## src/rtl/pwm_gen_pkg.sv

```systemverilog
// rtl/pwm_gen_pkg.sv - shared state encoding and constants for the PWM generator
package pwm_gen_pkg;

  typedef enum logic [1:0] {
    ST_IDLE  = 2'd0,
    ST_RUN   = 2'd1,
    ST_DRAIN = 2'd2
  } pwm_state_e;

  localparam int PWM_MIN_PERIOD = 2;

endpackage

```

## src/rtl/pwm_cfg_shadow.sv

```systemverilog
// rtl/pwm_cfg_shadow.sv - pending/active configuration registers with period clamp
// and cfg_ready generation; updates land immediately in IDLE or at a period boundary.
module pwm_cfg_shadow #(
  parameter int CNT_W      = 16,
  parameter int DEF_PERIOD = 100,
  parameter int DEF_HIGH   = 50
) (
  input  logic             clk_i,
  input  logic             rst_i,
  input  logic             cfg_valid_i,
  input  logic [CNT_W-1:0] cfg_period_i,
  input  logic [CNT_W-1:0] cfg_high_i,
  input  logic             load_now_i,
  input  logic             boundary_i,
  output logic             cfg_ready_o,
  output logic [CNT_W-1:0] act_period_o,
  output logic [CNT_W-1:0] act_high_next_o
);
  import pwm_gen_pkg::*;

  localparam logic [CNT_W-1:0] MIN_P = CNT_W'(PWM_MIN_PERIOD);
  localparam logic [CNT_W-1:0] DEF_P = CNT_W'(DEF_PERIOD);
  localparam logic [CNT_W-1:0] DEF_H = CNT_W'(DEF_HIGH);

  logic             ready_q, ready_d;
  logic             pend_valid_q, pend_valid_d;
  logic [CNT_W-1:0] pend_period_q, pend_period_d;
  logic [CNT_W-1:0] pend_high_q, pend_high_d;
  logic [CNT_W-1:0] act_period_q, act_period_d;
  logic [CNT_W-1:0] act_high_q, act_high_d;
  logic [CNT_W-1:0] clamped_period;
  logic             accept;
  logic             apply_now;

  assign accept         = cfg_valid_i && ready_q;
  assign apply_now      = load_now_i || boundary_i;
  assign clamped_period = (cfg_period_i < MIN_P) ? MIN_P : cfg_period_i;

  always_comb begin
    ready_d       = ready_q;
    pend_valid_d  = pend_valid_q;
    pend_period_d = pend_period_q;
    pend_high_d   = pend_high_q;
    act_period_d  = act_period_q;
    act_high_d    = act_high_q;
    if (accept) begin
      // A transfer always closes the handshake for at least one cycle.
      ready_d = 1'b0;
      if (apply_now) begin
        act_period_d = clamped_period;
        act_high_d   = cfg_high_i;
      end else begin
        pend_valid_d  = 1'b1;
        pend_period_d = clamped_period;
        pend_high_d   = cfg_high_i;
      end
    end else if (pend_valid_q) begin
      if (apply_now) begin
        act_period_d = pend_period_q;
        act_high_d   = pend_high_q;
        pend_valid_d = 1'b0;
        ready_d      = 1'b1;
      end
    end else begin
      ready_d = 1'b1;
    end
  end

  always_ff @(posedge clk_i) begin
    if (rst_i) begin
      ready_q       <= 1'b1;
      pend_valid_q  <= 1'b0;
      pend_period_q <= DEF_P;
      pend_high_q   <= DEF_H;
      act_period_q  <= DEF_P;
      act_high_q    <= DEF_H;
    end else begin
      ready_q       <= ready_d;
      pend_valid_q  <= pend_valid_d;
      pend_period_q <= pend_period_d;
      pend_high_q   <= pend_high_d;
      act_period_q  <= act_period_d;
      act_high_q    <= act_high_d;
    end
  end

  assign cfg_ready_o     = ready_q;
  assign act_period_o    = act_period_q;
  assign act_high_next_o = act_high_d;

endmodule

```

## src/rtl/pwm_signal_gen.sv

```systemverilog
// rtl/pwm_signal_gen.sv - programmable PWM generator: run/drain FSM, phase counter,
// registered waveform, period strobe and completed-period counter.
module pwm_signal_gen #(
  parameter int CNT_W      = 16,
  parameter int DEF_PERIOD = 100,
  parameter int DEF_HIGH   = 50
) (
  input  logic             sys_clk,
  input  logic             rst,
  input  logic             enable,
  input  logic             cfg_valid,
  output logic             cfg_ready,
  input  logic [CNT_W-1:0] cfg_period,
  input  logic [CNT_W-1:0] cfg_high,
  output logic             pwm_out,
  output logic             period_start,
  output logic             running,
  output logic [CNT_W-1:0] period_cnt
);
  import pwm_gen_pkg::*;

  localparam logic [CNT_W-1:0] ONE = CNT_W'(1);

  pwm_state_e       state_q, state_d;
  logic [CNT_W-1:0] k_q, k_d;
  logic [CNT_W-1:0] cnt_q, cnt_d;
  logic             pwm_q, pwm_d;
  logic             start_q, start_d;
  logic             run_q, run_d;
  logic [CNT_W-1:0] act_period;
  logic [CNT_W-1:0] act_high_nx;
  logic             wrap;
  logic             load_now;

  assign load_now = (state_q == ST_IDLE);
  assign wrap     = (state_q != ST_IDLE) && (k_q >= act_period - ONE);

  pwm_cfg_shadow #(
    .CNT_W      (CNT_W),
    .DEF_PERIOD (DEF_PERIOD),
    .DEF_HIGH   (DEF_HIGH)
  ) u_cfg_shadow (
    .clk_i           (sys_clk),
    .rst_i           (rst),
    .cfg_valid_i     (cfg_valid),
    .cfg_period_i    (cfg_period),
    .cfg_high_i      (cfg_high),
    .load_now_i      (load_now),
    .boundary_i      (wrap),
    .cfg_ready_o     (cfg_ready),
    .act_period_o    (act_period),
    .act_high_next_o (act_high_nx)
  );

  always_comb begin
    state_d = state_q;
    k_d     = k_q;
    cnt_d   = cnt_q;
    unique case (state_q)
      ST_IDLE: begin
        if (enable) begin
          state_d = ST_RUN;
          k_d     = '0;
          cnt_d   = '0;
        end
      end
      ST_RUN, ST_DRAIN: begin
        if (wrap) begin
          // Enable low at the last cycle means the period just completed: stop here.
          k_d     = '0;
          cnt_d   = cnt_q + ONE;
          state_d = enable ? ST_RUN : ST_IDLE;
        end else begin
          k_d     = k_q + ONE;
          state_d = enable ? ST_RUN : ST_DRAIN;
        end
      end
      default: state_d = ST_IDLE;
    endcase
    run_d   = (state_d != ST_IDLE);
    pwm_d   = run_d && (k_d < act_high_nx);
    start_d = run_d && (k_d == '0);
  end

  always_ff @(posedge sys_clk) begin
    if (rst) begin
      state_q <= ST_IDLE;
      k_q     <= '0;
      cnt_q   <= '0;
      pwm_q   <= 1'b0;
      start_q <= 1'b0;
      run_q   <= 1'b0;
    end else begin
      state_q <= state_d;
      k_q     <= k_d;
      cnt_q   <= cnt_d;
      pwm_q   <= pwm_d;
      start_q <= start_d;
      run_q   <= run_d;
    end
  end

  assign pwm_out      = pwm_q;
  assign period_start = start_q;
  assign running      = run_q;
  assign period_cnt   = cnt_q;

endmodule
```

## config.mk

```make
export PLATFORM = sky130hd
export DESIGN_NAME = pwm_signal_gen
export DESIGN_NICKNAME = d
export VERILOG_FILES = /design/src/rtl/pwm_gen_pkg.sv /design/src/rtl/pwm_cfg_shadow.sv /design/src/rtl/pwm_signal_gen.sv
export SDC_FILE = /design/constraint.sdc
export NUM_CORES = 1
export LEC_CHECK = 0
export ABC_CLOCK_PERIOD_IN_PS = 6500
export BUFFER_PORTS_ARGS = -buffer_cell sky130_fd_sc_hd__buf_2
export CORE_ASPECT_RATIO = 0.8
export CORE_MARGIN = 4
export CORE_UTILIZATION = 59
export DETAILED_ROUTE_END_ITERATION = 6
export GPL_ROUTABILITY_DRIVEN = 0
export HOLD_SLACK_MARGIN = 0.15
export PLACE_DENSITY_LB_ADDON = 0.15
export SLEW_MARGIN = 10
export SYNTH_ARGS = -nofsm -noshare
export SYNTH_HDL_FRONTEND = slang
export SYNTH_SLANG_ARGS = --single-unit
```

## constraint.sdc

```tcl
create_clock -name sys_clk -period 6.5 [get_ports sys_clk]
set_input_delay 1.3 -clock sys_clk [delete_from_list [all_inputs] [get_ports sys_clk]]
set_output_delay 1.3 -clock sys_clk [all_outputs]
set_load 0.01 [all_outputs]
```

=== Word level (Yosys, flattened, before mapping) ===
Index checks and enable logic that the tools add are counted.

* Add/sub/neg operators: 3
* $lt $le $gt $ge: 3
* Equality and inequality tests: 8
* Mux-type cells: 27
* Bitwise gates (word level): 1
* Reductions and logical operators: 15

{| class="wikitable"
|+ Operator list
! kind !! number
|-
| 2-to-1 mux 16 bit || 13
|-
| case mux 16 bit (2 select lines) || 2
|-
| adder 16 x 1 -> 16 bit (second input constant) || 2
|-
| greater-or-equal comparator 16 bit || 1
|-
| logical NOT 16 bit || 1
|-
| less-than comparator 16 bit || 1
|-
| less-than comparator 16 x 2 -> 1 bit (second input constant) || 1
|-
| subtractor 16 x 1 -> 16 bit (second input constant) || 1
|-
| 2-to-1 mux 1 bit || 8
|-
| inequality test 2 bit (second input constant) || 4
|-
| nonzero test 2 bit || 4
|-
| 2-to-1 mux 2 bit || 3
|-
| AND reduction 3 bit || 2
|-
| logical AND 1 bit || 4
|-
| case mux 2 bit (2 select lines) || 1
|-
| inequality test 3 bit (second input constant) || 1
|-
| equality test 2 x 1 -> 1 bit (second input constant) || 1
|-
| equality test 2 bit (second input constant) || 1
|-
| logical NOT 2 bit || 1
|-
| inequality test 2 x 1 -> 1 bit (second input constant) || 1
|-
| AND reduction 2 bit || 1
|-
| OR reduction 2 bit || 1
|-
| logical OR 1 bit || 1
|-
| NOT 1 bit || 1
|}

* Register bits after elaboration: 103
* Output and inout bits: 20
* Logic and storage cells: 69

=== Depth between registers and ports, before layout ===
Gate-level depths: netlist (run 1).

* Word-level depth: 9
* Gate-level depth with buffers: 26
* Mapped depth without buffers: 25

=== Modules after synthesis ===
Synthesis (run 1) repeated with hierarchy kept, for this count alone.

* Cells, all modules: 698
* Area, all modules: 5,778.0 µm²

{| class="wikitable"
|+ By module, submodules not included
! module !! times used !! cells an instance !! area each (µm²) !! sequential area each (µm²)
|-
| pwm_signal_gen || 1 || 378 || 2,949.1 || 740.7
|-
| pwm_cfg_shadow || 1 || 320 || 2,829.0 || 1,321.3
|}

=== Worst setup path after synthesis (run 1) ===
No wires, ideal clock.

* Kind: reg-to-reg
* Start point: register u_cfg_shadow.act_period_q[2] (netlist: u_cfg_shadow.act_period_o[2])
* End point: register pwm_q (netlist: pwm_out)
* Setup time: 78 ps
* Arrival time: 4,677 ps
* Required time: 6,422 ps
* Setup slack: 1,745 ps
* Stages on the path, launching flop included: 27
* Period minus slack after synthesis: 4,755 ps
* Cells stage by stage: dfxtp_1 > nor3_1 > nand2b_1 > nor4_1 > nand2_1 > or2_2 > nor4_1 > xnor2_1 > ha_1 > nand4_1 > nor2_1 > a311o_1 > o31a_4 > or2_1 > buf_2 > o21ai_0 > a21oi_1 > inv_1 > ha_1 > a21o_1 > a21oi_1 > nor2b_1 > o21ai_0 > nand2b_1 > a21oi_1 > o21ai_0 > nor3_1

* Elaborated cells on any way between the ends: 15
* Classes of those cells: add/sub (1); order compare (2); mux (8); reduce/logical (4)

{| class="wikitable"
|+ RTL lines
! element !! line !! source
|-
| from (decl) || pwm_cfg_shadow.sv:29 || <nowiki>logic [CNT_W-1:0] act_period_q, act_period_d;</nowiki>
|-
| from (signal assigned) || pwm_cfg_shadow.sv:82 || <nowiki>act_period_q <= act_period_d;</nowiki>
|-
| subtractor 16 x 1 -> 16 bit || pwm_signal_gen.sv:36 || <nowiki>assign wrap = (state_q != ST_IDLE) && (k_q >= act_period - ONE);</nowiki>
|-
| greater-or-equal comparator 16 bit || pwm_signal_gen.sv:36 ||
|-
| logical AND 1 bit || pwm_signal_gen.sv:36 ||
|-
| 2-to-1 mux 16 bit || pwm_signal_gen.sv:68 || <nowiki>if (wrap) begin</nowiki>
|-
| case mux 16 bit (2 select lines) || pwm_signal_gen.sv:59 || <nowiki>unique case (state_q)</nowiki>
|-
| via k_d[9] || pwm_signal_gen.sv:25 || <nowiki>logic [CNT_W-1:0] k_q, k_d;</nowiki>
|-
| less-than comparator 16 bit || pwm_signal_gen.sv:81 || <nowiki>pwm_d = run_d && (k_d < act_high_nx);</nowiki>
|-
| logical AND 1 bit || pwm_signal_gen.sv:81 ||
|-
| to (signal assigned) || pwm_signal_gen.sv:97 || <nowiki>pwm_q <= pwm_d;</nowiki>
|-
| to (decl) || pwm_signal_gen.sv:27 || <nowiki>logic pwm_q, pwm_d;</nowiki>
|}

The timed path passes the listed nets, and every way through them passes these cells.
A chain may end at the register's enable or synchronous reset.

=== Worst setup path in the final report (run 1) ===
Same ends and word-level chain as after synthesis.

==> metrics.txt, run 1 <==
Seq cells post-synth 103; filler cell count 723; share of layout cells above drive strength 1 12.77%; syn_area_per_cell 8.084 um2; vias in the first global route 4515; EDFF count, synth 0; CP Launch Type flip-flop; Synth area leader dfxtp_1; final setup TNS 0 ps; grt met2 use 37.35%; Overall Global Routing Usage 24.96%; Netlist cell types 56; syn_nets 738; Die X 114.8 um; CP Data Required Time 6780 ps; WL final 13140 um; Seq/Total Area, Yosys 38.30%; minimum clock period 5447 ps; DP Worst Slack 1110 ps; max_cap viols 0; drt drc 0; critical path's largest stage delay 420 ps; first-pass GRT wire length 21510 um; clock slew at reported path FFs 70 ps; Post-CTS Setup Inserts 0; status finished, final reports clean; Site Rows 30; ANT nets after route 0; ys flop type dfxtp_1; Pleak 2.469 nW; peak supply drop 0.0001664 V; met1 GRT Util 35.43%; Slew @ Worst Pin 1131 ps; share of synthesized registers carrying an async set or reset 0%; Yosys top cell area share 38.30%; Placement Cell Area 5694 um2; critical path endpoint category flip-flop; Antenna Cells 0; Setup WS post-layout 1053 ps; WHS 457.3 ps; CTS root buf clkbuf_16; antenna violations before repair 0; fin cells 817; via count 4915; post-cts sizing count 0; die area 10730 um2; Pre-antenna DRT Iters 5; largest net degree at the start of global routing 88; unrepaired setup endpoints after global routing no; # setup viols final 0; HP Class reg -> reg; IO Count 56; Slowest-stage cell, CP o31a_4; CTS tree done; Initial Util 62.09%; Rel. slew slack 24.40%; Slew Limit Fails 0; Avg Vias per Cell 6.016; initial DRC count 357; top post-synthesis cells by count 117 x nand2_1, 103 x dfxtp_1, 67 x nor2_1, 56 x a21oi_1, 36 x ha_1; max frequency 183.6 MHz; cells after synthesis 666; Clock Skews 7.413 ps; HPWL Detailed 9318 um; WP buf/inv 1; Final Hold Fails 0; Synth area leaders dfxtp_1 38%, ha_1 8.4%, nand2_1 8.2%, a21oi_1 5.2%, nor2_1 4.7%; Nets 773; met3 GRT Util 5.304%; chip height 93.44 um; CP top delay family simple AND/OR/NAND/NOR gates; Power Density 265.3 nW/um2; Post-Layout Inst Area 5961 um2; core area 8671 um2; P&R area growth vs syn 10.71%; Tcrit/Tclk final 83.80%; WL/cell 16.08 um; Synth Cell Area 5384 um2; grt peak-use layer met2; port buffer count 55; Setup Crit Path Kind reg -> reg; Worst EP arrival 5720 ps; most common cell in the netlist nand2_1; clk sinks 103; H-tree depth 3; CTS Buffer Depth 2; CTS Hold Bufs 0; placed cell count 802; clk_lat worst skew 350 ps; total grt overflow 0; Max FO, Critical Path 15; number of CTS-inserted buffers 9; Synthesis Warnings 0
[cell families (layout without fill, tap and decap cells)]
kind of cell             count (synthesis)  in the layout  share of synthesized area, %
AO/OA/AOI/OAI                          145            145                         18.24
XOR/XNOR                                26             26                         4.230
adder cells (fa/ha/maj)                 36             36                         8.366
buffers and inverters                   57             96                         4.276
flip-flops                             103            103                         38.30
AND/OR/NAND/NOR                        299            299                         26.59
[power by group]
| group | total, W | switching [W] | internal [W] |
|---|---|---|---|
| Clock | 0.000499 | 0.000239 | 0.000260 |
| Combinational | 0.000361 | 0.000222 | 0.000139 |
| Sequential | 0.000721 | 0.0000363 | 0.000685 |
[layer usage]
layer,up-vias,wire [um]
li1,2427,-
met1,2291,6275
met2,169,5803
met3,28,819
met4,0,237
met5,-,0
[final cells by class]
type	count	area, um2	area share [%]
clock buffer	11	232.7	3.904
multi-input combinational	506	3100	52.02
timing repair buffer	60	312.8	5.248
tap	112	140.1	2.351
sequential	103	2062	34.59
inverter	21	78.83	1.322
clock inverter	4	33.78	0.5668
[through the flow]
step	util (%)	power (W)
global route	68.74	0.001658
finish	68.74	0.001581
floorplan	-	0.0009941
detailed placement	65.67	0.001090
global placement	65.67	0.001075
CTS	68.74	0.001581
[layout by cell type (no fill, tap or decap), types with 3 or more instances in the layout]
cell and count:
nor2_1 66, xor2_1 15, a311oi_1 11, nor3b_1 3, nand2_1 117, ha_1 36
nand3_1 17, a211o_1 3, buf_2 55, or2_2 3, nand4_1 10, xnor2_1 11
clkbuf_16 9, nor4_1 13, a211oi_1 5, dfxtp_1 103, a21oi_1 56, o22a_1 16
and3_1 4, nand3b_1 8, or3_1 9, nor3_1 10, inv_1 21, nand2b_1 9
a21o_1 4, buf_4 5, o22ai_1 16, and2_1 6, clkinv_4 3, o31ai_1 3
o21ai_0 15, nor2b_1 8
[registers in the layout, summed over array words and instances, names as in the netlist]
| name | count |
|---|---|
| state_q | 2 |
| u_cfg_shadow.act_period_o | 16 |
| u_cfg_shadow.cfg_ready_o | 1 |
| u_cfg_shadow.act_high_q | 16 |
| k_q | 16 |
| u_cfg_shadow.pend_period_q | 16 |
| u_cfg_shadow.pend_valid_q | 1 |
| running | 1 |
| pwm_out | 1 |
| u_cfg_shadow.pend_high_q | 16 |
| period_cnt | 16 |
| period_start | 1 |
[worst register-to-register path: stages, from the launching register on]
cell and delay (ps):
dfxtp_1 350, nor3_1 270, nand2b_1 150, nor4_1 300, nand2_1 130, or2_2 310
nor3_1 230, xnor2_1 160, ha_1 280, nand4_1 150, nor2_1 70, a311o_1 390
o31a_4 430, or2_1 380, o21ai_0 230, a21oi_1 130, inv_1 90, ha_1 240
a21o_1 180, a21oi_1 150, nor2b_1 60, o21ai_0 180, nand2b_1 80, a21oi_1 140
o21ai_0 110, nor3_1 180
[worst paths after layout]
path | startpoint | endpoint | slack, ps | cells past startpoint
worst max-delay path | u_cfg_shadow.act_period_o[2]$_SDFFE_PP1P_ | pwm_out$_SDFF_PP0_ | 1050 | 25
worst min-delay path | u_cfg_shadow.pend_high_q[8]$_SDFFE_PP0P_ | u_cfg_shadow.pend_high_q[8]$_SDFFE_PP0P_ | 460 | 2
worst max register to register | u_cfg_shadow.act_period_o[2]$_SDFFE_PP1P_ | pwm_out$_SDFF_PP0_ | 1050 | 25
worst min register to register | u_cfg_shadow.pend_high_q[8]$_SDFFE_PP0P_ | u_cfg_shadow.pend_high_q[8]$_SDFFE_PP0P_ | 460 | 2
No activity file was read; power rests on OpenSTA's default activity.
==> inputs of run 2 (changes only) <==
Settings changed: ABC_AREA from default to 1, ABC_CLOCK_PERIOD_IN_PS 6500 to 5060, CORE_UTILIZATION 59 to 60.
Clock period 6.5 ns to 5.06 ns, I/O delays scaled along.
==> metrics.txt, run 2 <==
Pleak 3.032 nW (was 2.469 nW); Pre-antenna DRT Iters 5 (unchanged); IO Count 56 (unchanged); largest net degree at the start of global routing 50 (was 88); Slowest-stage cell, CP or3_1 (was o31a_4); Die X 118.3 um (was 114.8 um); Tcrit/Tclk final 93.85% (was 83.80%); commonest non-fill, non-tap cells in the layout 123 x nor2_1, 118 x nand2_1, 110 x inv_1 (was 117 x nand2_1, 103 x dfxtp_1, 66 x nor2_1); Worst EP arrival 5030 ps (was 5720 ps); fin cells 976 (was 817); met3 GRT Util 4.642% (was 5.304%); WL final 14710 um (was 13140 um); Seq pwr share 44.6% (was 45.6%); drt drc 0 (unchanged); Synth Cell Area 5837 um2 (was 5384 um2); min-delay src u_cfg_shadow.pend_period_q[9]$_SDFFE_PP0P_ (was u_cfg_shadow.pend_high_q[8]$_SDFFE_PP0P_); Nets 929 (was 773); max_cap viols 0 (unchanged); CP Data Required Time 5340 ps (was 6780 ps); Post-Layout Inst Area 6575 um2 (was 5961 um2); Initial Util 62.96% (was 62.09%); Seq cells post-synth 103 (unchanged); total grt overflow 0 (unchanged); CTS root buf clkbuf_16 (unchanged); grt peak-use layer met2 (unchanged); Seq/Total Area, Yosys 35.33% (was 38.30%); DP Worst Slack 148.7 ps (was 1110 ps); Rel. slew slack 44.74% (was 24.40%); register area 2062 um2 (unchanged); P_int 0.001422 W (was 0.001084 W); status finished, final reports clean (unchanged); number of CTS-inserted buffers 9 (unchanged); share of synthesized registers carrying an async set or reset 0% (unchanged); Avg Vias per Cell 5.668 (was 6.016); final setup TNS 0 ps (unchanged); Clock Skews 9.279 ps (was 7.413 ps); antenna violations before repair 0 (unchanged); CP top delay family simple AND/OR/NAND/NOR gates (unchanged); syn_area_per_cell 7.179 um2 (was 8.084 um2); clk_lat worst skew 350 ps (about the same); CTS Hold Bufs 0 (unchanged); EDFF count, synth 0 (unchanged); Synth area leader dfxtp_1 (unchanged); Site Rows 31 (was 30); top post-synthesis cells by count 126 x nor2_1, 118 x nand2_1, 110 x inv_1, 103 x dfxtp_1, 50 x o21ai_0 (was 117 x nand2_1, 103 x dfxtp_1, 67 x nor2_1, 56 x a21oi_1, 36 x ha_1); grt met2 use 40.28% (was 37.35%); Slew @ Worst Pin 828.1 ps (was 1131 ps); Synthesis Warnings 0 (unchanged); Psw 0.0006613 W (was 0.0004970 W); Power Density 316.9 nW/um2 (was 265.3 nW/um2); WP buf/inv 4 (was 1); HPWL Detailed 10850 um (was 9318 um); CP startpoint u_cfg_shadow.act_period_o[0]$_SDFFE_PP0P_ (was u_cfg_shadow.act_period_o[2]$_SDFFE_PP1P_); max frequency 210.6 MHz (was 183.6 MHz); Setup WS post-layout 311.2 ps (was 1053 ps); # setup viols final 0 (unchanged); R2R setup slack 310 ps (was 1050 ps); syn_nets 885 (was 738); Clock power frac 34.3% (was 31.6%); port buffer count 55 (unchanged); Yosys top cell area share 35.33% (was 38.30%); Max FO, Critical Path 17 (was 15); ANT nets after route 0 (unchanged); Slew Limit Fails 0 (unchanged); core area 9270 um2 (was 8671 um2); via count 5532 (was 4915); peak supply drop 0.0002712 V (was 0.0001664 V); critical path endpoint category flip-flop (unchanged); placed cell count 958 (was 802); CTS Buffer Depth 2 (unchanged); CP Launch Type flip-flop (unchanged); vias in the first global route 4993 (was 4515); first-pass GRT wire length 23860 um (was 21510 um); commonest non-fill, non-tap cell in the layout nor2_1 (was nand2_1); Synth area leaders dfxtp_1 35%, nor2_1 8.1%, ha_1 7.7%, nand2_1 7.6%, inv_1 7.1% (was dfxtp_1 38%, ha_1 8.4%, nand2_1 8.2%, a21oi_1 5.2%, nor2_1 4.7%); final core utilization 70.93% (was 68.74%); P&R area growth vs syn 12.65% (was 10.71%); Setup Crit Path Kind reg -> reg (unchanged); RR Startpoint u_cfg_shadow.act_period_o[0]$_SDFFE_PP0P_ (was u_cfg_shadow.act_period_o[2]$_SDFFE_PP1P_); CTS tree done (unchanged); chip height 96.22 um (was 93.44 um); Sw Ratio 31.74% (was 31.43%); cells after synthesis 813 (was 666); initial DRC count 449 (was 357); clk sinks 103 (unchanged); WL/cell 15.07 um (was 16.08 um); H-tree depth 3 (unchanged); critical path's largest stage delay 370 ps (was 420 ps); minimum clock period 4749 ps (was 5447 ps); die area 11380 um2 (was 10730 um2); Overall Global Routing Usage 25.98% (was 24.96%); HP Class reg -> reg (unchanged); clock slew at reported path FFs 70 ps (about the same); filler cell count 787 (was 723); Placement Cell Area 6168 um2 (was 5694 um2); Netlist cell types 47 (was 56); footprint of the multi-input gates 3247 um2 (was 3100 um2); most common cell in the netlist nor2_1 (was nand2_1); Antenna Cells 0 (unchanged); combinational fraction of design power 21.1% (was 22.8%); ys flop type dfxtp_1 (unchanged); Final Hold Fails 0 (unchanged); share of layout cells above drive strength 1 14.87% (was 12.77%); met1 GRT Util 36.38% (was 35.43%)
-- run 2: cell count changes in the layout (fill, tap and decap cells not counted), sizes merged, moves of 10 or more --
| cell | previous run | this run |
|---|---|---|
| a311oi | 11 | 0 |
| o21ai | 15 | 71 |
| nor2 | 67 | 129 |
| inv | 21 | 120 |
| o22a | 16 | 0 |
| nor4 | 15 | 5 |
| nand2b | 10 | 0 |
| a22oi | 0 | 16 |
-- run 2: worst paths after layout --
check                           cells after the start                                    endpoint
worst min-delay path                                2  u_cfg_shadow.pend_period_q[9]$_SDFFE_PP0P_
worst min register to register                      2  u_cfg_shadow.pend_period_q[9]$_SDFFE_PP0P_
worst max register to register                     28                          pwm_out$_SDFF_PP0_
worst max-delay path                               28                          pwm_out$_SDFF_PP0_
-- run 2: kinds of logic after synthesis --
family	Yosys count	synth area share, %
flip-flops	103	35.33
adder cells (fa/ha/maj)	36	7.717
AO/OA/AOI/OAI	178	17.79
XOR/XNOR	23	3.451
AND/OR/NAND/NOR	322	25.64
buffers and inverters	151	10.07
-- run 2: area by class of cell --
cell class | count | area share, %
Multi-Input combinational cell | 559 | 49.38
Sequential cell | 103 | 31.36
Inverter | 119 | 6.965
Timing Repair Buffer | 65 | 5.500
Clock buffer | 9 | 3.425
Tap cell | 115 | 2.188
Clock inverter | 6 | 1.180
-- run 2: metrics by stage --
step | hold slack [ps] | total power (W)
after global placement | 439.3 | 0.001341
after global routing | 477.4 | 0.002188
final | 454.3 | 0.002083
after CTS | 454.9 | 0.002068
after floorplan | 429.6 | 0.001243
after detailed placement | 444.5 | 0.001360
-- run 2: power by group through the flow --
stage	sequential [W]	combinational [W]	clock (W)
6_report	0.000928	0.000440	0.000716
5_1_grt	0.000934	0.000500	0.000754
4_1_cts	0.000924	0.000420	0.000723
3_5_place_dp	0.000942	0.000418	0
3_3_place_gp	0.000940	0.000401	0
2_1_floorplan	0.000932	0.000310	0
-- run 2: layer usage --
layer	part of all wire (%)	vias up
li1	-	2776
met1	49	2510
met2	42	212
met3	6.8	34
met4	2.0	0
met5	0	-
-- run 2: worst register-to-register path, delay by kind of cell, from the launching register on --
family | cells | cell delay, ps
simple gates | 13 | 2210
compound gates | 7 | 820
fa+ha+maj | 3 | 800
flops | 1 | 310
xor+xnor | 1 | 150
buf+inv | 4 | 420
-- run 2: timing repair --
action                     4_1_cts  5_1_grt
resized for setup                0       20
buffers inserted                 0        3
setup endpoints to repair        0        1
